$ cat src/rtl/telemetre_pkg.sv
// Shared types and 50 MHz board timing defaults for the telemeter sequencer.
package telemetre_pkg;

  typedef enum logic [2:0] {
    StIdle,
    StClear,
    StTrig,
    StWaitEcho,
    StMeasure,
    StDone,
    StHoldoff
  } state_e;

  // Defaults for a 50 MHz Clk.
  localparam int unsigned TrigCyclesDef    = 500;      // 10 us
  localparam int unsigned CmCyclesDef      = 2900;     // 58 us per cm
  localparam int unsigned TimeoutCyclesDef = 1500000;  // 30 ms
  localparam int unsigned PeriodCyclesDef  = 3000000;  // 60 ms
  localparam int unsigned MaxCmDef         = 400;

endpackage

$ cat src/rtl/echo_sync.sv
// Echo input synchroniser: two flops into the Clk domain, then an edge register
// producing one-cycle rise/fall pulses. An edge is acted on 3 cycles after the pin moves.
module echo_sync (
  input  logic Clk,
  input  logic nReset,
  input  logic echo_i,
  output logic rise_o,
  output logic fall_o
);

  logic sync1_q, sync2_q, prev_q;

  // Synchroniser chain and edge history, synchronous active-low reset
  always_ff @(posedge Clk) begin
    if (!nReset) begin
      sync1_q <= 1'b0;
      sync2_q <= 1'b0;
      prev_q  <= 1'b0;
    end else begin
      sync1_q <= echo_i;
      sync2_q <= sync1_q;
      prev_q  <= sync2_q;
    end
  end

  // Edge pulses from the synchronised level and its one-cycle-old copy
  always_comb begin
    rise_o = sync2_q & ~prev_q;
    fall_o = ~sync2_q & prev_q;
  end

endmodule

$ cat src/rtl/telemetre_sequencer.sv
// Ultrasonic telemeter measurement sequencer: trigger, echo timing, per-cm count
// ticks for the external digit counters, counter clear and display latch strobe.
// Optional feature macro TELEMETRE_BIN_DIST_EN: keep a binary copy of the last
// distance on Distance; without it Distance is tied to 0.
module telemetre_sequencer
  import telemetre_pkg::*;
#(
  parameter int unsigned TRIG_CYCLES    = TrigCyclesDef,
  parameter int unsigned CM_CYCLES      = CmCyclesDef,
  parameter int unsigned TIMEOUT_CYCLES = TimeoutCyclesDef,
  parameter int unsigned PERIOD_CYCLES  = PeriodCyclesDef,
  parameter int unsigned MAX_CM         = MaxCmDef
) (
  input  logic                         Clk,
  input  logic                         nReset,
  input  logic                         Start,
  input  logic                         Echo,
  output logic                         Trig,
  output logic                         CntTick,
  output logic                         CntClr_n,
  output logic                         Latch,
  output logic                         Busy,
  output logic                         Timeout,
  output logic                         Overrange,
  output logic [$clog2(MAX_CM+1)-1:0]  Distance
);

  localparam int unsigned PeriodW = $clog2(PERIOD_CYCLES);
  localparam int unsigned TmoW    = $clog2(TIMEOUT_CYCLES);
  localparam int unsigned PreW    = $clog2(CM_CYCLES);
  localparam int unsigned CmW     = $clog2(MAX_CM + 1);

  localparam logic [PeriodW-1:0] TrigLast  = PeriodW'(TRIG_CYCLES - 1);
  localparam logic [PeriodW-1:0] PeriodMax = PeriodW'(PERIOD_CYCLES - 1);
  // HOLDOFF is left two cycles early so CLEAR ends exactly PERIOD_CYCLES after
  // the previous TRIG entry.
  localparam logic [PeriodW-1:0] HoldLast  = PeriodW'(PERIOD_CYCLES - 3);
  localparam logic [TmoW-1:0]    TmoLast   = TmoW'(TIMEOUT_CYCLES - 1);
  localparam logic [PreW-1:0]    PreLast   = PreW'(CM_CYCLES - 1);
  localparam logic [CmW-1:0]     CmMax     = CmW'(MAX_CM);
  localparam logic [CmW-1:0]     CmLast    = CmW'(MAX_CM - 1);

  state_e             state_q;
  logic               trig_q, tick_q, clr_n_q, latch_q, busy_q, timeout_q, over_q;
  logic               clr_ph_q;
  logic [PeriodW-1:0] period_cnt_q;
  logic [TmoW-1:0]    tmo_cnt_q;
  logic [PreW-1:0]    pre_cnt_q;
  logic [CmW-1:0]     cm_cnt_q;

  logic echo_rise, echo_fall;
  logic tmo_hit, go_done;

  echo_sync u_echo_sync (
    .Clk    (Clk),
    .nReset (nReset),
    .echo_i (Echo),
    .rise_o (echo_rise),
    .fall_o (echo_fall)
  );

  // Shot completion: no echo in time, echo fell, or echo too long
  always_comb begin
    tmo_hit = (tmo_cnt_q == TmoLast);
    go_done = ((state_q == StWaitEcho) && !echo_rise && tmo_hit) ||
              ((state_q == StMeasure) && (echo_fall || tmo_hit));
  end

  // Sequencer FSM with registered outputs
  always_ff @(posedge Clk) begin
    if (!nReset) begin
      state_q      <= StIdle;
      trig_q       <= 1'b0;
      tick_q       <= 1'b0;
      clr_n_q      <= 1'b1;
      latch_q      <= 1'b0;
      busy_q       <= 1'b0;
      timeout_q    <= 1'b0;
      over_q       <= 1'b0;
      clr_ph_q     <= 1'b0;
      period_cnt_q <= '0;
      tmo_cnt_q    <= '0;
      pre_cnt_q    <= '0;
      cm_cnt_q     <= '0;
    end else begin
      tick_q  <= 1'b0;
      latch_q <= 1'b0;
      // Time since TRIG entry; saturates so a long shot cannot wrap it
      if (period_cnt_q != PeriodMax) period_cnt_q <= period_cnt_q + 1'b1;

      unique case (state_q)
        StIdle: begin
          if (Start) begin
            state_q   <= StClear;
            busy_q    <= 1'b1;
            clr_n_q   <= 1'b0;
            clr_ph_q  <= 1'b0;
            timeout_q <= 1'b0;
            over_q    <= 1'b0;
            cm_cnt_q  <= '0;
          end
        end
        StClear: begin
          if (!clr_ph_q) begin
            // Counters clear synchronously, so they need a tick while clear is low
            clr_ph_q <= 1'b1;
            tick_q   <= 1'b1;
          end else begin
            clr_n_q      <= 1'b1;
            trig_q       <= 1'b1;
            period_cnt_q <= '0;
            state_q      <= StTrig;
          end
        end
        StTrig: begin
          if (period_cnt_q == TrigLast) begin
            trig_q    <= 1'b0;
            tmo_cnt_q <= '0;
            state_q   <= StWaitEcho;
          end
        end
        StWaitEcho: begin
          tmo_cnt_q <= tmo_cnt_q + 1'b1;
          if (echo_rise) begin
            tmo_cnt_q <= '0;
            pre_cnt_q <= '0;
            state_q   <= StMeasure;
          end else if (go_done) begin
            timeout_q <= 1'b1;
            latch_q   <= 1'b1;
            state_q   <= StDone;
          end
        end
        StMeasure: begin
          if (go_done) begin
            // A fall coinciding with a prescaler wrap truncates that centimetre
            if (!echo_fall) timeout_q <= 1'b1;
            latch_q <= 1'b1;
            state_q <= StDone;
          end else begin
            tmo_cnt_q <= tmo_cnt_q + 1'b1;
            if (pre_cnt_q == PreLast) begin
              pre_cnt_q <= '0;
              if (cm_cnt_q != CmMax) begin
                tick_q   <= 1'b1;
                cm_cnt_q <= cm_cnt_q + 1'b1;
                if (cm_cnt_q == CmLast) over_q <= 1'b1;
              end
            end else begin
              pre_cnt_q <= pre_cnt_q + 1'b1;
            end
          end
        end
        StDone: begin
          state_q <= StHoldoff;
        end
        StHoldoff: begin
          if (period_cnt_q >= HoldLast) begin
            if (Start) begin
              state_q   <= StClear;
              clr_n_q   <= 1'b0;
              clr_ph_q  <= 1'b0;
              timeout_q <= 1'b0;
              over_q    <= 1'b0;
              cm_cnt_q  <= '0;
            end else begin
              state_q <= StIdle;
              busy_q  <= 1'b0;
            end
          end
        end
        default: begin
          state_q <= StIdle;
          busy_q  <= 1'b0;
        end
      endcase
    end
  end

  // Drive ports from the registered outputs
  always_comb begin
    Trig      = trig_q;
    CntTick   = tick_q;
    CntClr_n  = clr_n_q;
    Latch     = latch_q;
    Busy      = busy_q;
    Timeout   = timeout_q;
    Overrange = over_q;
  end

`ifdef TELEMETRE_BIN_DIST_EN
  logic [CmW-1:0] dist_q;

  // Capture the cm count on the edge that raises Latch; hold until the next one
  always_ff @(posedge Clk) begin
    if (!nReset) begin
      dist_q <= '0;
    end else if (go_done) begin
      dist_q <= cm_cnt_q;
    end
  end

  assign Distance = dist_q;
`else
  assign Distance = '0;
`endif

endmodule

$ cat config.mk
export PLATFORM = sky130hd
export DESIGN_NAME = telemetre_sequencer
export DESIGN_NICKNAME = d
export VERILOG_FILES = /design/src/rtl/telemetre_pkg.sv /design/src/rtl/echo_sync.sv /design/src/rtl/telemetre_sequencer.sv
export SDC_FILE = /design/constraint.sdc
export NUM_CORES = 1
export LEC_CHECK = 0
export ABC_CLOCK_PERIOD_IN_PS = 3500
export CORE_MARGIN = 2
export CORE_UTILIZATION = 35
export CTS_CLUSTER_SIZE = 16
export DETAILED_ROUTE_END_ITERATION = 6
export MAX_ROUTING_LAYER = met4
export SLEW_MARGIN = 20
export SYNTH_ARGS = -nofsm -noshare
export SYNTH_HDL_FRONTEND = slang
export SYNTH_HIERARCHICAL = 1
export SYNTH_SLANG_ARGS = --single-unit
export TNS_END_PERCENT = 10
$ cat constraint.sdc
create_clock -name Clk -period 3.5 [get_ports Clk]
set_input_delay 1.05 -clock Clk [delete_from_list [all_inputs] [get_ports Clk]]
set_output_delay 1.05 -clock Clk [all_outputs]
set_load 0.01 [all_outputs]
==> metrics.txt <==
antenna fix cells=0; Worst Hold End=u_echo_sync/sync2_q$_SDFF_PN0_; Setup crit end kind=flop; die area=0.01285 sq mm; FF-to-FF setup slack=0.56 ns; Die W=113.4 um; worst path bufs/invs=1; worst slew pin tran=1.014 ns; Worst-Skew Late Latency=0.34 ns; first-pass GRT wire length=16,170 um; Synth Area in Compound Gates=0.1797; CTS Buf Count=9; status=completed; combinational power share=0.173; post-DR vias/cell=5.502; Netlist Area Pre-Place=0.004185 sq mm; Final ANT Viol Nets=0; Total Wirelength=9533 um; CP Data Required Time=3.76 ns; share of the synthesized area in the top cell type=0.3731; CTS Root Cell=clkbuf_16; syn_area_per_cell=8.002 sq um; Yosys reg bits=78; DR WL/cell=14.08 um; Lkg Pwr=1.580 nW; Cell Chain, Critical Path=ha_1 -> or3b_2 -> or4_4 -> o21bai_4 -> a21oi_2 -> buf_4 -> o21bai_1 -> o32ai_2; hold path depth=1; Rel. slew slack=0.3196; Final Max Slew Viols=0; post-CTS sizing=0; PortBufs=10; drc violations=0; count of cell types in the netlist=60; RSZ-0062 raised after global routing=no; depth of the CTS H-tree=3; cell taking the most area after synthesis=dfxtp_1; share of layout cells above drive strength 1=0.06180; commonest cells after routing, fill and taps aside=dfxtp_1, nor2_1, nand2_1, a21oi_1, o21ai_0; internal power=0.001669 W; CP max FO=29; Pwr per Cell Area=489.8 mW/mm^2; hold path start=u_echo_sync/sync1_q$_SDFF_PN0_; Final period util=0.8395; Post-layout nets=542; top cells by area, synth=dfxtp_1, a21oi_1, nor2_1; CP Launch Type=flop; largest net degree at the start of global routing=30; NetSw=0.0006244 W; CTS Sinks=78; final setup violation count=0; drt pass-1 iters=4; Min Clock Period, post-route=2.938 ns; FF-to-FF End=tmo_cnt_q[3]$_SDFFE_PN0P_; clock tree buffer depth=2; Fin. Hold Viols=0; Ys Warns=6; total grt overflow=0; Hold Buf Count CTS=0; core area=0.01156 sq mm; CP max stage delay=0.52 ns; pre-CTS setup slack=0.3525 ns; critical path's slowest cell=or4_4; gpl congestion=0.8084; number of DRC markers in iteration 0=292; I/O pin count=20; vias in the first global route=3,398; worst path arrival time=3.20 ns; Initial Utilization=0.3619; Main synth FF type=dfxtp_1; most common cell after layout, fill and taps aside=dfxtp_1; Net Sw Frac=0.2722; Peak VDD IR=0.0002590 V; Seq/Total Area, Yosys=0.3731; TritonCTS clock tree=yes; crit path kind=flop to flop; R2R depth=8; post-synthesis mux area share=0.004783; Post-Synth Simple-Gate Area=0.3274; clk slew on worst S/H paths=0.06 ns; FILL cells=1,182; Site Rows=39; Setup TNS=0 ns; cell family with most CP delay=simple AND/OR/NAND/NOR gates; Synth Area in XOR/XNOR=0.04395; Clock Skew=0.004278 ns; GRT Total Usage=0.1596; Die Height=113.4 um; Setup Buffers After CTS=0; clock share of power=0.405; Layout area overhead=11.90%; Post-synth EDFFs=0; Max Cap Violations=0; asr flop ratio synth=0; highest clock rate=0.3403 GHz; Seq pwr share=0.422; Via Count=3,725; largest family of logic cells by synthesized area=simple AND/OR/NAND/NOR gates; Post-Syn Instances=523; Min-Delay Path Class=flop to flop; initial antenna violation count=0; post-layout worst setup margin=0.5618 ns; HPWL Detailed=6770 um; RR Startpoint=period_cnt_q[0]$_SDFF_PN0_; Synth Area in Adders=0.02093
final cells by class:
class | instances | area (sq um) | area share
clock inverter | 1 | 30.03 | 0.006412
clock buffer | 13 | 260.3 | 0.05557
sequential | 78 | 1562 | 0.3334
tap | 143 | 178.9 | 0.03820
timing repair buffer | 19 | 167.7 | 0.03580
multi-input combinational | 413 | 2447 | 0.5226
inverter | 10 | 37.54 | 0.008015
synth_stat cells, types with 3 or more instances:
master and instances:
nor2b_1 5, nor3b_1 3, buf_4 9, nand3b_1 3, and4_1 6, buf_2 5
or3_1 26, nand2b_1 6, nand4_1 12, o2111ai_1 3, and3_1 15, a31oi_1 5
nor2_1 57, nor4bb_1 5, nand2_1 43, xnor2_1 8, nand3_1 30, dfxtp_1 78
nor3_1 10, a21oi_1 43, o21ai_0 36, xor2_1 13, and2_1 9, o31ai_1 7
ha_1 7, or2_2 3, inv_1 10, o211ai_1 4, or4_1 11, clkbuf_1 11
power groups by stage:
stage | sequential [W] | combinational (W) | clock (W)
finish | 0.000968 | 0.000398 | 0.000928
CTS | 0.000968 | 0.000395 | 0.000950
floorplan | 0.000981 | 0.000297 | 0
detailed placement | 0.000986 | 0.000393 | 0
global route | 0.000974 | 0.000446 | 0.000985
global placement | 0.000985 | 0.000389 | 0
metal layers:
metal | wire length [um] | part of all wire | track usage | up-vias
met2 | 4231 | 0.44 | 0.2407 | 58
met3 | 389 | 0.041 | 0.03214 | 9
met1 | 4769 | 0.50 | 0.2074 | 1745
li1 | - | - | - | 1913
met4 | 144 | 0.015 | 0.06992 | 0
met5 | 0 | 0 | - | -
per-stage QoR:
step	utilization	hold slack (ns)	instance area [sq um]	power, W	cells
6_report	0.4050	0.4400	4683	0.002294	677
5_1_grt	0.4050	0.4818	4683	0.002405	677
4_1_cts	0.4050	0.4457	4683	0.002313	677
3_5_place_dp	0.3799	0.4322	4393	0.001379	663
3_3_place_gp	0.3799	0.4235	4393	0.001374	663
2_1_floorplan	-	0.4118	4215	0.001278	531
worst max-delay path by stage:
stage / depth (start not counted) / slack [ns] / endpoint / start
global route: 8 / 0.38 / tmo_cnt_q[3]$_SDFFE_PN0P_ / period_cnt_q[0]$_SDFF_PN0_
floorplan: 8 / 1.03 / tmo_cnt_q[12]$_SDFFE_PN0P_ / period_cnt_q[0]$_SDFF_PN0_
CTS: 8 / 0.55 / tmo_cnt_q[3]$_SDFFE_PN0P_ / period_cnt_q[0]$_SDFF_PN0_
detailed placement: 7 / 0.35 / cm_cnt_q[8]$_SDFFE_PN0P_ / Start
finish: 8 / 0.56 / tmo_cnt_q[3]$_SDFFE_PN0P_ / period_cnt_q[0]$_SDFF_PN0_
global placement: 7 / 0.40 / cm_cnt_q[7]$_SDFFE_PN0P_ / Start
sequential cells by signal, summed over array words and instances, names as in the netlist, 3 cells and up:
register      cells
period_cnt_q     22
tmo_cnt_q        21
pre_cnt_q        12
cm_cnt_q          9
state_q           3
kinds of logic (layout without fill, tap and decap cells):
| group | Yosys count | after routing |
|---|---|---|
| compound gates | 120 | 120 |
| other cells | 1 | 9 |
| fa+ha+maj | 7 | 7 |
| simple gates | 254 | 254 |
| mux | 2 | 2 |
| xor+xnor | 21 | 21 |
| flops | 78 | 78 |
| buf+inv | 40 | 43 |
Note: power is estimated with default switching activity, not from simulation.
